`config.mk`:
```
export PLATFORM = sky130hd
export DESIGN_NAME = pipe_stage_reg
export DESIGN_NICKNAME = d
export VERILOG_FILES = /design/src/rtl/cpu_types_pkg.sv /design/src/rtl/sat_counter.sv /design/src/rtl/pipe_stage_reg.sv
export SDC_FILE = /design/constraint.sdc
export NUM_CORES = 1
export LEC_CHECK = 0
export CAP_MARGIN = 20
export CORE_ASPECT_RATIO = 0.75
export CORE_MARGIN = 2
export CORE_UTILIZATION = 57
export CTS_BUF_LIST = sky130_fd_sc_hd__clkbuf_2
export DETAILED_ROUTE_END_ITERATION = 8
export GPL_ROUTABILITY_DRIVEN = 0
export MAX_ROUTING_LAYER = met4
export PLACE_DENSITY = 0.91
export SLEW_MARGIN = 40
export SYNTH_ARGS = -nofsm -noshare
export SYNTH_HDL_FRONTEND = slang
export SYNTH_SLANG_ARGS = --single-unit
```
`constraint.sdc`:
```
create_clock -name CLK -period 4.81 [get_ports CLK]
set_clock_uncertainty 0.1 [all_clocks]
set_input_delay 0.7215 -clock CLK [delete_from_list [all_inputs] [get_ports CLK]]
set_output_delay 0.7215 -clock CLK [all_outputs]
set_load 0.005 [all_outputs]
```
`src/rtl/cpu_types_pkg.sv`:
```
// rtl/cpu_types_pkg.sv - shared pipeline state types and helpers
package cpu_types_pkg;

    typedef enum logic [1:0] {
        EMPTY = 2'd0,
        ONE   = 2'd1,
        FULL  = 2'd2
    } stage_state_e;

    // Number of entries held in a given stage state.
    function automatic logic [1:0] state_occupancy(stage_state_e st);
        case (st)
            ONE:     return 2'd1;
            FULL:    return 2'd2;
            default: return 2'd0;
        endcase
    endfunction

endpackage

```
`src/rtl/sat_counter.sv`:
```
// rtl/sat_counter.sv - saturating event counter
module sat_counter #(
    parameter int CNT_W = 16
) (
    input  logic             CLK,
    input  logic             nRST,
    input  logic             inc,
    output logic [CNT_W-1:0] count
);

    logic [CNT_W-1:0] count_q;
    logic [CNT_W-1:0] count_d;

    // Advance on each event and stick at all-ones.
    always_comb begin
        count_d = count_q;
        if (inc && (count_q != {CNT_W{1'b1}})) begin
            count_d = count_q + 1'b1;
        end
    end

    // Counter register.
    always_ff @(posedge CLK or negedge nRST) begin
        if (!nRST) begin
            count_q <= '0;
        end else begin
            count_q <= count_d;
        end
    end

    assign count = count_q;

endmodule

```
`src/rtl/pipe_stage_reg.sv`:
```
// rtl/pipe_stage_reg.sv - two-entry elastic pipeline register with flush and stall counter
module pipe_stage_reg
    import cpu_types_pkg::*;
#(
    parameter int DATA_W = 128,
    parameter int CNT_W  = 16
) (
    input  logic              CLK,
    input  logic              nRST,
    input  logic              in_valid,
    output logic              in_ready,
    input  logic [DATA_W-1:0] in_data,
    input  logic              flush,
    output logic              out_valid,
    input  logic              out_ready,
    output logic [DATA_W-1:0] out_data,
    output logic [1:0]        occupancy,
    output logic [CNT_W-1:0]  stall_cnt
);

    stage_state_e      state_q, state_d;
    logic [DATA_W-1:0] main_q, main_d;
    logic [DATA_W-1:0] skid_q, skid_d;
    logic              in_fire;
    logic              out_fire;

    // in_ready depends on state alone, so out_ready never reaches it combinationally.
    assign in_ready  = (state_q != FULL);
    assign out_valid = (state_q != EMPTY);
    assign out_data  = out_valid ? main_q : '0;
    assign occupancy = state_occupancy(state_q);
    assign in_fire   = in_valid && in_ready;
    assign out_fire  = out_valid && out_ready;

    // Next state and entry moves; flush overrides everything and drops any same-cycle input.
    always_comb begin
        state_d = state_q;
        main_d  = main_q;
        skid_d  = skid_q;
        case (state_q)
            EMPTY: begin
                if (in_fire) begin
                    state_d = ONE;
                    main_d  = in_data;
                end
            end
            ONE: begin
                if (in_fire && out_fire) begin
                    main_d = in_data;
                end else if (in_fire) begin
                    state_d = FULL;
                    skid_d  = in_data;
                end else if (out_fire) begin
                    state_d = EMPTY;
                end
            end
            FULL: begin
                if (out_fire) begin
                    state_d = ONE;
                    main_d  = skid_q;
                    skid_d  = '0;
                end
            end
            default: begin
                state_d = EMPTY;
            end
        endcase
        if (flush) begin
            state_d = EMPTY;
            main_d  = '0;
            skid_d  = '0;
        end
    end

    // State and entry registers.
    always_ff @(posedge CLK or negedge nRST) begin
        if (!nRST) begin
            state_q <= EMPTY;
            main_q  <= '0;
            skid_q  <= '0;
        end else begin
            state_q <= state_d;
            main_q  <= main_d;
            skid_q  <= skid_d;
        end
    end

    sat_counter #(
        .CNT_W (CNT_W)
    ) u_stall_cnt (
        .CLK   (CLK),
        .nRST  (nRST),
        .inc   (out_valid && !out_ready),
        .count (stall_cnt)
    );

endmodule

```
==> results by group <==
STA
  – Setup WS post-layout: around 0.76 ns
  – Setup-failing EPs final: 0
  – RSZ-0062 raised after global routing: false
  – Tmin final: about 4 ns
  – Max-slew violations: 0
  – Final Hold Fails: 0
  – Slew @ Worst Pin: roughly 0.82 ns
  – Period utilisation layout: between 80% and 90%
  – Setup TNS: 0 ns
  – Slew margin rel.: between 40 and 50%
  – Fmax: 0.247 GHz

Synthesis
  – Top_reg_cell synth: dfrtp_1
  – Avg Cell Area, Syn: 9.61 um^2
  – Mapped Cells: 1358
  – Syn Nets: roughly 1.5k
  – Cell area after synthesis: ~13000 um^2
  – Synth Warn #: 0
  – Async SR Flop Fraction: between 90% and 100%
  – EDFF count, synth: 0
  – Flops & latches, synth: roughly 270
  – Cell variety after synth: 34
  – Seq/Total Area, Yosys: 52.5%

Floorplan
  – # IOs: between 200 and 300
  – Chip height: ~140 um
  – Num rows: 47
  – Die ar.: between 20000 and 25000 um^2
  – Core ar.: 22300 um^2
  – Starting density of the core: between 50% and 60%
  – Die W: between 150 and 200 um

Setup path
  – Crit path launch type: flop
  – WP data arrival: approximately 3.2 ns
  – WP data required: 3.99 ns
  – Worst path cell trace: nor2_1, inv_2, buf_4, and2_1, clkdlybuf4s50_1
  – Critical path's largest stage delay: ~0.58 ns
  – Crit path kind: reg -> out
  – CP max FO: between 40 and 50
  – CP max stage cell: clkdlybuf4s50_1
  – Worst setup EP type: primary output
  – Worst path top cell family by delay: buffers and inverters
  – Buf/Inv on CP: 3

CTS
  – Reg clk slew, reported paths: roughly 0.12 ns
  – Clock root buffer: clkbuf_2
  – Clk sinks: roughly 270
  – Worst-Skew Late Latency: a little under 0.8 ns
  – Clock buffer depth: 3
  – CTS buffer count: 66
  – H-tree depth: 3
  – CTS tree: built

Placed design
  – Dpl ws: approximately 1.5 ns
  – DP Wirelength: 21800 um
  – Buffers on Ports: 280
  – Inst Count DP: 1835

Detailed routing
  – DRT iter0 DRCs: 830
  – Via Count: between 10k and 15k
  – Mean number of vias per cell: between 5 and 6
  – Drt first pass iters: 5
  – Detailed Route WL: 33500 um
  – Drt wl/cell: about 17 um
  – Antenna-violating nets left: 0
  – Drt drc: 0

Global route
  – Vias in the first global route: 11.1k
  – Total Routing Usage GR: ~29%
  – Initial antenna violation count: 2
  – Largest net degree at the start of global routing: 139
  – First-pass GRT wire length: 54500 um
  – Gr ovfl total: 0

Pwr
  – Sw Pwr: between 1 and 1.5 mW
  – Pint: between 3 and 4 mW
  – Register share of total power: between 50 and 60%
  – Power share of the combinational group: between 15 and 20%
  – Pwr Density: 311 nW/um^2
  – Static leakage: around 7 nW
  – Max VDD drop: 0.172 mV
  – Sw frac: between 20 and 30%
  – Clock group share of total power: between 30% and 40%

Finish
  – Layout cells sized above 1: 7.86%
  – Layout net count: 1745
  – P&R area growth vs syn: 27.0%
  – Filler cells: roughly 1.5k
  – Fin cells: 1937

Status
  – Status: completed

Hold path
  – Hold/Removal Path Class: in -> async

Run
  – Max_cap viols: 0
==> logic make-up after synthesis <==
kind of cell,Yosys count,share of synthesized area (%)
adders and majority gates,1,0.0959
AOI/OAI and AO/OA,264,12.9
muxes,130,9.99
and+or+nand+nor,556,19.2
buffers and inverters,119,4.35
xor gates and xnor gates,14,0.940
DFF,274,52.5
==> placed cells by master (no fill, tap or decap), drive strengths merged, types with 2 or more instances in the layout <==
cell type,netlist,layout
nand4,4,4
and2,128,128
dfrtp,274,274
mux2,2,2
o21ai,130,130
nor3,8,8
clkinv,0,2
nand3,3,3
o31ai,128,128
a21oi,3,3
nand2,391,391
and4,2,2
a221oi,2,2
nor2b,3,3
bufinv,0,4
xor2,14,14
nor2,6,6
inv,3,3
buf,61,22
diode,0,2
nor4,4,4
clkdlybuf4s50,0,278
mux2i,128,128
nor3b,2,2
clkbuf,55,92
==> sequential cells by signal, indices dropped and copies added, names as in the netlist <==
signal / flops
main_q: 128
u_stall_cnt.count: 16
skid_q: 128
state_q: 2
==> metrics by stage <==
stage	util [%]	power, mW	hold slack, ns	area [um^2]
after floorplan	-	3.11	0.326	13000
after global placement	71.4	3.54	0.352	15900
after detailed placement	71.6	3.59	0.358	16000
after CTS	74.3	5.20	0.289	16600
after global routing	74.3	5.42	0.318	16600
final	74.3	5.15	0.369	16600
==> cells in the mapped netlist (3+ instances only) <==
cell	n	area, um^2
nand3_1	3	15.0
buf_6	7	78.8
o21ai_0	91	455
nor2b_1	3	18.8
nand4_1	3	18.8
a21oi_1	3	15.0
dfrtp_1	274	6860
inv_1	3	11.3
nand2_1	391	1470
nor4_1	3	18.8
buf_2	54	270
and2_1	128	801
xor2_1	14	123
nor3_1	8	40.0
nor2_1	6	22.5
o21ai_1	39	195
o31ai_1	128	961
clkbuf_1	54	203
mux2i_1	128	1280
==> per-layer routing <==
layer / global-route usage (%) / vias up / share of wire (%)
li1: - / 5111 / -
met1: 37.5 / 5254 / 43
met2: 44.9 / 415 / 48
met3: 5.24 / 89 / 6.3
met4: 13.3 / 0 / 3.0
met5: - / - / 0
==> path summary, 6_finish.rpt <==
check	start	endpoint	slack, ns	depth (start not counted)
worst min-delay path	nRST	u_stall_cnt.count[9]	0.37	2
worst max-delay path	state_q[0]	out_data[80]	0.76	5
worst min register to register	main_q[3]	main_q[3]	0.38	2
min in group CLK	main_q[3]	main_q[3]	0.38	2
max in group asynchronous	nRST	skid_q[9]	3.39	3
worst max register to register	state_q[1]	main_q[124]	2.25	4
==> power groups by stage <==
stage	registers [mW]	logic (mW)	clock network (mW)
finish	2.66	0.888	1.60
global route	2.69	0.977	1.75
CTS	2.66	0.894	1.64
detailed placement	2.70	0.889	0
global placement	2.69	0.851	0
floorplan	2.66	0.442	0
==> layout make-up <==
type / count / area (um^2) / share of cell area (%)
inverter: 3 / 11.3 / 0.0680
clock buffer: 92 / 460 / 2.78
multi-input combinational: 965 / 5650 / 34.1
tap: 294 / 368 / 2.22
sequential: 274 / 6860 / 41.4
antenna: 2 / 5.00 / 0.0302
clock inverter: 6 / 128 / 0.770
timing repair buffer: 301 / 3090 / 18.6
==> what timing repair did <==
action | in CTS | in global routing
resized for setup | 0 | 0
buffers inserted | 0 | 0
endpoints found under the hold margin | 63 | 0
hold buffers | 1 | 0
Power figures use the tool's default switching activity.
